===== src/rtl/syn_gpu_pkg.sv =====
// Shared GPU types: HSI pixel, rectangle fill command and fill engine state.
package syn_gpu_pkg;

  localparam int P_X_W      = 10;
  localparam int P_Y_W      = 9;
  localparam int P_PXL_W    = 8;
  localparam int P_CANVAS_W = 640;
  localparam int P_CANVAS_H = 480;

  typedef logic [P_PXL_W-1:0] pxl_hsi_t;

  typedef struct packed {
    logic [P_X_W-1:0] x0;
    logic [P_Y_W-1:0] y0;
    logic [P_X_W-1:0] w;
    logic [P_Y_W-1:0] h;
    pxl_hsi_t         pxl;
  } fill_cmd_t;

  typedef enum logic [1:0] {
    FILL_IDLE,
    FILL_RUN,
    FILL_DONE
  } fill_fsm_t;

endpackage


===== src/rtl/syn_gpu_fill_clip.sv =====
// Combinational clip of a fill command to the canvas; an origin off the canvas
// yields an empty (w=h=0) rectangle.
module syn_gpu_fill_clip #(
  parameter int P_CANVAS_W = syn_gpu_pkg::P_CANVAS_W,
  parameter int P_CANVAS_H = syn_gpu_pkg::P_CANVAS_H
) (
  input  syn_gpu_pkg::fill_cmd_t cmd_i,
  output syn_gpu_pkg::fill_cmd_t cmd_o
);
  import syn_gpu_pkg::*;

  logic             off_canvas;
  logic [P_X_W:0]   room_x;
  logic [P_Y_W:0]   room_y;

  assign off_canvas = (int'(cmd_i.x0) >= P_CANVAS_W) || (int'(cmd_i.y0) >= P_CANVAS_H);
  assign room_x     = (P_X_W+1)'(P_CANVAS_W) - {1'b0, cmd_i.x0};
  assign room_y     = (P_Y_W+1)'(P_CANVAS_H) - {1'b0, cmd_i.y0};

  always_comb begin
    cmd_o = cmd_i;
    if (off_canvas) begin
      cmd_o.w = '0;
      cmd_o.h = '0;
    end else begin
      // room is at most the canvas size here, so it fits the field width
      if ({1'b0, cmd_i.w} > room_x) cmd_o.w = room_x[P_X_W-1:0];
      if ({1'b0, cmd_i.h} > room_y) cmd_o.h = room_y[P_Y_W-1:0];
    end
  end

endmodule


===== src/rtl/syn_gpu_fill_rect.sv =====
// Rectangle fill engine: one command in, raster-order pixel writes out over the
// valid/ready gateway handshake. Define SYN_GPU_FILL_CLIP_EN to clip to the canvas.
module syn_gpu_fill_rect #(
  parameter int P_X_W      = syn_gpu_pkg::P_X_W,
  parameter int P_Y_W      = syn_gpu_pkg::P_Y_W,
  parameter int P_PXL_W    = syn_gpu_pkg::P_PXL_W,
  parameter int P_CANVAS_W = syn_gpu_pkg::P_CANVAS_W,
  parameter int P_CANVAS_H = syn_gpu_pkg::P_CANVAS_H
) (
  input  logic               clk_ir,
  input  logic               rst_sync,
  input  logic               cmd_valid,
  output logic               cmd_ready,
  input  logic [P_X_W-1:0]   cmd_x0,
  input  logic [P_Y_W-1:0]   cmd_y0,
  input  logic [P_X_W-1:0]   cmd_w,
  input  logic [P_Y_W-1:0]   cmd_h,
  input  logic [P_PXL_W-1:0] cmd_pxl,
  output logic [P_PXL_W-1:0] pxl,
  output logic               pxl_wr_valid,
  output logic               pxl_rd_valid,
  output logic [P_X_W-1:0]   posx,
  output logic [P_Y_W-1:0]   posy,
  input  logic               ready,
  output logic               busy,
  output logic               fill_done
);
  import syn_gpu_pkg::*;

  fill_cmd_t cmd_in, cmd_eff;

  assign cmd_in = '{x0: cmd_x0, y0: cmd_y0, w: cmd_w, h: cmd_h, pxl: cmd_pxl};

`ifdef SYN_GPU_FILL_CLIP_EN
  syn_gpu_fill_clip #(
    .P_CANVAS_W (P_CANVAS_W),
    .P_CANVAS_H (P_CANVAS_H)
  ) u_clip (
    .cmd_i (cmd_in),
    .cmd_o (cmd_eff)
  );
`else
  assign cmd_eff = cmd_in;
`endif

  fill_fsm_t          state_q, state_d;
  logic [P_X_W-1:0]   x0_q, x0_d;
  // one extra bit so the row/column end compare works past the field range
  logic [P_X_W:0]     posx_q, posx_d, x_end_q, x_end_d;
  logic [P_Y_W:0]     posy_q, posy_d, y_end_q, y_end_d;
  logic [P_PXL_W-1:0] pxl_q, pxl_d;

  always_ff @(posedge clk_ir) begin
    if (rst_sync) begin
      state_q <= FILL_IDLE;
      x0_q    <= '0;
      posx_q  <= '0;
      posy_q  <= '0;
      x_end_q <= '0;
      y_end_q <= '0;
      pxl_q   <= '0;
    end else begin
      state_q <= state_d;
      x0_q    <= x0_d;
      posx_q  <= posx_d;
      posy_q  <= posy_d;
      x_end_q <= x_end_d;
      y_end_q <= y_end_d;
      pxl_q   <= pxl_d;
    end
  end

  always_comb begin
    state_d      = state_q;
    x0_d         = x0_q;
    posx_d       = posx_q;
    posy_d       = posy_q;
    x_end_d      = x_end_q;
    y_end_d      = y_end_q;
    pxl_d        = pxl_q;
    cmd_ready    = 1'b0;
    pxl_wr_valid = 1'b0;
    busy         = 1'b0;
    fill_done    = 1'b0;
    case (state_q)
      FILL_IDLE: begin
        cmd_ready = 1'b1;
        if (cmd_valid) begin
          x0_d    = cmd_eff.x0;
          posx_d  = {1'b0, cmd_eff.x0};
          posy_d  = {1'b0, cmd_eff.y0};
          x_end_d = {1'b0, cmd_eff.x0} + {1'b0, cmd_eff.w} - 1'b1;
          y_end_d = {1'b0, cmd_eff.y0} + {1'b0, cmd_eff.h} - 1'b1;
          pxl_d   = cmd_eff.pxl;
          state_d = (cmd_eff.w != '0 && cmd_eff.h != '0) ? FILL_RUN : FILL_DONE;
        end
      end
      FILL_RUN: begin
        pxl_wr_valid = 1'b1;
        busy         = 1'b1;
        if (ready) begin
          if (posx_q == x_end_q) begin
            if (posy_q == y_end_q) begin
              state_d = FILL_DONE;
            end else begin
              posx_d = {1'b0, x0_q};
              posy_d = posy_q + 1'b1;
            end
          end else begin
            posx_d = posx_q + 1'b1;
          end
        end
      end
      FILL_DONE: begin
        busy      = 1'b1;
        fill_done = 1'b1;
        state_d   = FILL_IDLE;
      end
      default: state_d = FILL_IDLE;
    endcase
  end

  assign pxl          = pxl_q;
  assign posx         = posx_q[P_X_W-1:0];
  assign posy         = posy_q[P_Y_W-1:0];
  assign pxl_rd_valid = 1'b0;

endmodule


===== config.mk =====
export PLATFORM = sky130hd
export DESIGN_NAME = syn_gpu_fill_rect
export DESIGN_NICKNAME = d
export VERILOG_FILES = /design/src/rtl/syn_gpu_pkg.sv /design/src/rtl/syn_gpu_fill_clip.sv /design/src/rtl/syn_gpu_fill_rect.sv
export SDC_FILE = /design/constraint.sdc
export NUM_CORES = 1
export LEC_CHECK = 0
export CAP_MARGIN = 25
export CORE_UTILIZATION = 46
export DETAILED_ROUTE_END_ITERATION = 16
export PLACE_DENSITY = 0.72
export SLEW_MARGIN = 5
export SYNTH_ARGS = -nofsm -noshare
export SYNTH_HDL_FRONTEND = slang
export SYNTH_SLANG_ARGS = --single-unit
export TNS_END_PERCENT = 20

===== constraint.sdc =====
create_clock -name clk_ir -period 3.3 [get_ports clk_ir]
set_input_delay 0.66 -clock clk_ir [delete_from_list [all_inputs] [get_ports clk_ir]]
set_output_delay 0.66 -clock clk_ir [all_outputs]
set_load 0.01 [all_outputs]

### Word-level counts from Yosys, hierarchy flattened

Cells that the tools add are included.

* logic and storage cells: 53
* output and inout port bits: 32
* bits in registers: 62
* input bits: 50

* reduce and logical (&&, ||, !) cells: 10
* add/subtract/negate cells: 6
* multiplexer cells: 20
* eq/ne operators: 10

Operators with widths (count)
* 2-to-1 mux 11 bit: 4
* 2-to-1 mux 10 bit: 4
* one-hot mux 11 bit (2 select lines): 1
* one-hot mux 10 bit (2 select lines): 1
* adder 10 x 10 -> 11 bit: 1
* adder 11 x 1 -> 11 bit, second input constant: 1
* == test 11 bit: 1
* subtractor 11 x 1 -> 11 bit, second input constant: 1
* adder 10 x 1 -> 10 bit, second input constant: 1
* adder 9 x 9 -> 10 bit: 1
* == test 10 bit: 1
* 2-to-1 mux 2 bit: 5
* inequality test 2 bit, second input constant: 5
* nonzero test 10 bit: 1
* subtractor 10 x 1 -> 10 bit, second input constant: 1
* nonzero test 9 bit: 1
* AND reduction 4 bit: 2
* AND reduction 5 bit: 1
* 2-to-1 mux 1 bit: 4
* one-hot mux 2 bit (2 select lines): 1
* inequality test 3 bit, second input constant: 1
* == test 2 x 1 -> 1 bit, second input constant: 1
* == test 2 bit, second input constant: 1
* zero test 2 bit: 1
* 4 further kinds: 4

### Depth between registers and ports, before layout

* word-level depth: 5
* gate-level depth with buffers: 12

### Least setup slack after synthesis

No wires, ideal clock.

* kind: in2reg
* start: input port cmd_x0[1]
* end: register x_end_q[9]
* arrival time: 2615 ps
* slack: 606 ps
* cell stages on the path: 11
* library setup time: 79 ps
* path through: inv_1 -> ha_1 -> inv_1 -> ha_1 -> fa_1 -> a21o_1 -> a21oi_1 -> o21ai_0 -> o41ai_1 -> nand4_1 -> o211ai_1

* word-level cells in the longest chain between the ends: 2

Ends and longest elaborated chain
* from (decl): RTL line syn_gpu_fill_rect.sv:14 `input logic [P_X_W-1:0] cmd_x0,`
* adder 10 x 10 -> 11 bit: RTL line syn_gpu_fill_rect.sv:92 `x_end_d = {1'b0, cmd_eff.x0} + {1'b0, cmd_eff.w} - 1'b1;`
* subtractor 11 x 1 -> 11 bit: RTL line syn_gpu_fill_rect.sv:92
* to (signal assigned): RTL line syn_gpu_fill_rect.sv:67 `x_end_q <= x_end_d;`
* to (decl): RTL line syn_gpu_fill_rect.sv:49 `logic [P_X_W:0] posx_q, posx_d, x_end_q, x_end_d;`

No other way between the ends.
A chain may end at the register's enable or synchronous reset.

### Worst setup path after layout

Ends and elaborated chain as after synthesis.

==> summary.md <==
| Metric | Value |
|---|---|
| Cell-by-cell listing of the critical path | `clkdlybuf4s50_1, inv_1, ha_1, inv_1, ha_1, fa_1, a21o_1, a21oi_1, o21ai_0, o41ai_1, nand4_1, o211ai_1` |
| Number of standard cells in the final layout excluding fillers | `~780` |
| Post-synth EDFFs | `0` |
| Final core utilization | `0.583` |
| Proportion of register bits with asynchronous set or reset after synthesis | `0` |
| First-pass detailed-route iteration total | `4` |
| Synthesized net count | `between 600 and 700` |
| Ant. Diodes | `0` |
| Root buffer selected by CTS | `sky130_fd_sc_hd__clkbuf_8` |
| Result of the run | `finished, final reports clean` |
| Total length of routed wires | `between 10000 and 15000 um` |
| Clock Latency Late Sink | `about 0.34 ns` |
| Maximum number of pins on one net before global-route repair | `38` |
| Static leakage | `around 2.3 nW` |
| Number of buffers inserted by post-CTS setup repair | `0` |
| Area of combinational cells with multiple inputs | `about 2700 um^2` |
| Largest cells by area after synthesis | `sky130_fd_sc_hd__dfxtp_1 28%, sky130_fd_sc_hd__ha_1 11%, sky130_fd_sc_hd__nand2_1 7.5%, sky130_fd_sc_hd__inv_1 6.7%, sky130_fd_sc_hd__a21oi_1 6.2%` |
| Instance count of the mapped netlist | `590` |
| Proportion of synthesized chip area in sequential cells | `0.276` |
| Cells resized by post-CTS repair | `0` |
| DRC Markers | `0` |
| Placement row count | `35` |
| Slew @ Worst Pin | `roughly 0.70 ns` |
| I/O pin total | `82` |
| Combined area of all synthesized cells | `about 4500 um^2` |
| Buffers on Ports | `80` |
| Overall die area | `about 10000 um^2` |
| Placer Congestion | `between 0.8 and 0.9` |
| Period Utilization, post-route | `0.901` |
| Data required time of the worst path | `about 3.6 ns` |
| Die Y | `a little over 100 um` |
| Post-synth top flop | `sky130_fd_sc_hd__dfxtp_1` |
| Avg Vias per Cell | `5.35` |
| Area share of the largest cell type after synthesis | `0.276` |
| Most frequent cell after synthesis | `sky130_fd_sc_hd__nand2_1` |
| Number of clock buffers inserted by TritonCTS | `9` |
| Fin. max-slew vios | `0` |
| Estimated wirelength of the detail-placed design | `roughly 8500 um` |
| Clock slew at reported path FFs | `~0.07 ns` |
| Power per cell area | `between 700 and 800 nW/um^2` |
| Total gr overflow | `0` |
| Routed Antenna Nets | `0` |
| Crit Path Max Fanout | `3` |
| Number of buffers on the longest clock path | `2` |
| Unique cell type count in the Yosys netlist | `52` |
| Count of nets after finishing | `around 730` |
| Fraction of layout instances using a drive strength above 1 | `0.0635` |
| Wire length of the first global-routing pass | `18600 um` |
| Largest area contributor in the synthesized netlist | `sky130_fd_sc_hd__dfxtp_1` |
| Worst Setup End Kind | `flip-flop` |
| Starting density of the core | `0.481` |
| Clock sink count | `just over 60` |
| H-tree levels | `3` |
| Worst stage delay on the critical path | `approximately 0.47 ns` |
| RSZ-0062 raised after global routing | `no` |
| Worst setup SP type | `input port` |
| Initial antenna violation count | `0` |
| Flip-flop and latch count after synthesis | `62` |
| Final hold vios | `0` |
| DR vias | `4144` |
| Largest vdd supply drop | `0.366 mV` |
| CTS tree | `done` |
| Most frequent cells after synthesis | `90 x sky130_fd_sc_hd__nand2_1, 80 x sky130_fd_sc_hd__inv_1, 62 x sky130_fd_sc_hd__dfxtp_1` |
| Setup violators final | `0` |
| Hold Crit Class | `reg2reg` |
| Cell Count Post-Placement | `between 700 and 800` |
| Detailed Route Iter0 Violations | `between 150 and 200` |
| Max Cap Viol | `0` |
| GRT Util Overall | `0.236` |
| Arrival time worst endpoint | `around 3.2 ns` |
| FILL cells | `about 870` |
| Floorplan core area | `between 9000 and 10000 um^2` |
| Critical path start-end classification | `in2reg` |
| Final period demand of the worst path | `about 3.0 ns` |
| Synthesis-to-layout area growth | `21.1%` |
| Cell area after placement | `between 5000 and 6000 um^2` |
| Reg area | `~1200 um^2` |
| Average cell area after synthesis | `about 7.6 um^2` |
| Vias in the first global route | `around 4000` |
| Die width | `a little over 100 um` |
| Final Instance Area | `5440 um^2` |
| Per-cell routed wire length | `between 10 and 15 um` |
| Synthesis Warnings | `0` |
| Hold buffer count at cts | `0` |
| Library cell contributing the largest single delay on the critical path | `sky130_fd_sc_hd__clkdlybuf4s50_1` |
| Setup skew after layout | `around 0.015 ns` |
| Slew Limit Headroom | `0.531` |
| Max Freq | `336 MHz` |
==> final cells by class <==
type,instances,share of cell area
clock buffer,10,0.0235
timing repair buffer,89,0.161
clock inverter,6,0.0115
inverter,81,0.0559
tap,129,0.0297
sequential,62,0.228
multi-input combinational,398,0.490
==> critical path, delay by kind of cell <==
kind,cells,cell delay [ns]
buffers and inverters,3,0.57
AND/OR/NAND/NOR,1,0.14
AO/OA/AOI/OAI,5,0.93
adder cells (fa/ha/maj),3,0.91
==> sequential cells by signal (all words and copies together) (netlist names) <==
| name | cells |
|---|---|
| x_end_q | 11 |
| state_q | 2 |
| y_end_q | 10 |
| pxl | 8 |
| posy_q | 10 |
| x0_q | 10 |
| posx_q | 11 |
==> cell usage in the layout (no fill, tap or decap), types with 2 or more instances in the layout <==
master	Yosys	final
sky130_fd_sc_hd__nor2b_1	3	3
sky130_fd_sc_hd__nand4_1	10	10
sky130_fd_sc_hd__clkdlybuf4s50_1	0	79
sky130_fd_sc_hd__mux2_2	10	10
sky130_fd_sc_hd__and3_1	4	4
sky130_fd_sc_hd__nand2b_1	2	2
sky130_fd_sc_hd__xnor2_2	2	2
sky130_fd_sc_hd__fa_1	2	2
sky130_fd_sc_hd__o211ai_1	9	9
sky130_fd_sc_hd__o22ai_1	4	4
sky130_fd_sc_hd__clkinvlp_4	0	3
sky130_fd_sc_hd__nor4_1	3	3
sky130_fd_sc_hd__xor2_1	7	7
sky130_fd_sc_hd__or4_1	5	5
sky130_fd_sc_hd__and2_1	2	2
sky130_fd_sc_hd__a21boi_0	2	2
sky130_fd_sc_hd__nand2_1	90	90
sky130_fd_sc_hd__xnor2_1	29	29
sky130_fd_sc_hd__clkbuf_8	0	9
sky130_fd_sc_hd__mux2i_1	9	9
sky130_fd_sc_hd__or3_1	2	2
sky130_fd_sc_hd__o21a_1	3	3
sky130_fd_sc_hd__o21ai_0	19	19
sky130_fd_sc_hd__a211oi_1	9	9
sky130_fd_sc_hd__a21o_1	3	3
sky130_fd_sc_hd__a21oi_1	56	56
sky130_fd_sc_hd__o311ai_0	2	2
sky130_fd_sc_hd__ha_1	41	41
sky130_fd_sc_hd__nor3_1	16	16
sky130_fd_sc_hd__buf_4	21	8
sky130_fd_sc_hd__a31oi_1	2	2
sky130_fd_sc_hd__nand3_1	13	13
sky130_fd_sc_hd__a32o_1	5	5
sky130_fd_sc_hd__nor2_1	20	20
sky130_fd_sc_hd__dfxtp_1	62	62
sky130_fd_sc_hd__inv_1	80	80
sky130_fd_sc_hd__clkinv_2	0	2
==> per-layer routing <==
| layer | vias to the layer above | part of all wire | GRT usage |
|---|---|---|---|
| met5 | - | 0 | 0 |
| met4 | 0 | 0.016 | 0.0825 |
| met3 | 14 | 0.060 | 0.0402 |
| met2 | 121 | 0.47 | 0.386 |
| met1 | 1933 | 0.46 | 0.312 |
| li1 | 2076 | - | - |
==> where the power goes <==
part	leakage [nW]	switching (mW)	internal, mW	total [mW]
sequential	0.510	0.300	0.969	1.27
combinational	1.66	1.01	0.973	1.99
clock	0.0883	0.332	0.347	0.678
total	2.26	1.64	2.29	3.93
==> stage by stage <==
step	hold WS (ns)	worst slack (ns)	power [mW]	TNS (ns)
floorplan	0.431	0.606	2.72	0
global placement	0.438	0.0513	3.20	0
detailed placement	0.443	-0.0114	3.26	-0.0114
CTS	0.453	0.324	3.93	0
global route	0.476	0.111	4.24	0
finish	0.455	0.328	3.93	0
==> path summary, 6_finish.rpt <==
| kind | slack [ns] | depth (start not counted) | startpoint | endpoint |
|---|---|---|---|---|
| max | 0.33 | 12 | cmd_x0[1] | x_end_q[9] |
| min | 0.45 | 2 | pxl[4] | pxl[4] |
| max reg2reg | 0.73 | 6 | posx_q[4] | posy_q[2] |
| min reg2reg | 0.45 | 2 | pxl[4] | pxl[4] |
==> logic make-up (layout without fill, tap and decap cells) <==
logic type | count (synthesis) | count (layout) | synth area share
AO/OA/AOI/OAI | 122 | 122 | 0.168
XOR/XNOR | 38 | 38 | 0.0775
adder cells (fa/ha/maj) | 43 | 43 | 0.123
buffers and inverters | 130 | 186 | 0.130
flip-flops | 62 | 62 | 0.276
multiplexers | 19 | 19 | 0.0451
other | 1 | 1 | 0.000835
AND/OR/NAND/NOR | 175 | 175 | 0.179
Power figures use the tool's default switching activity.
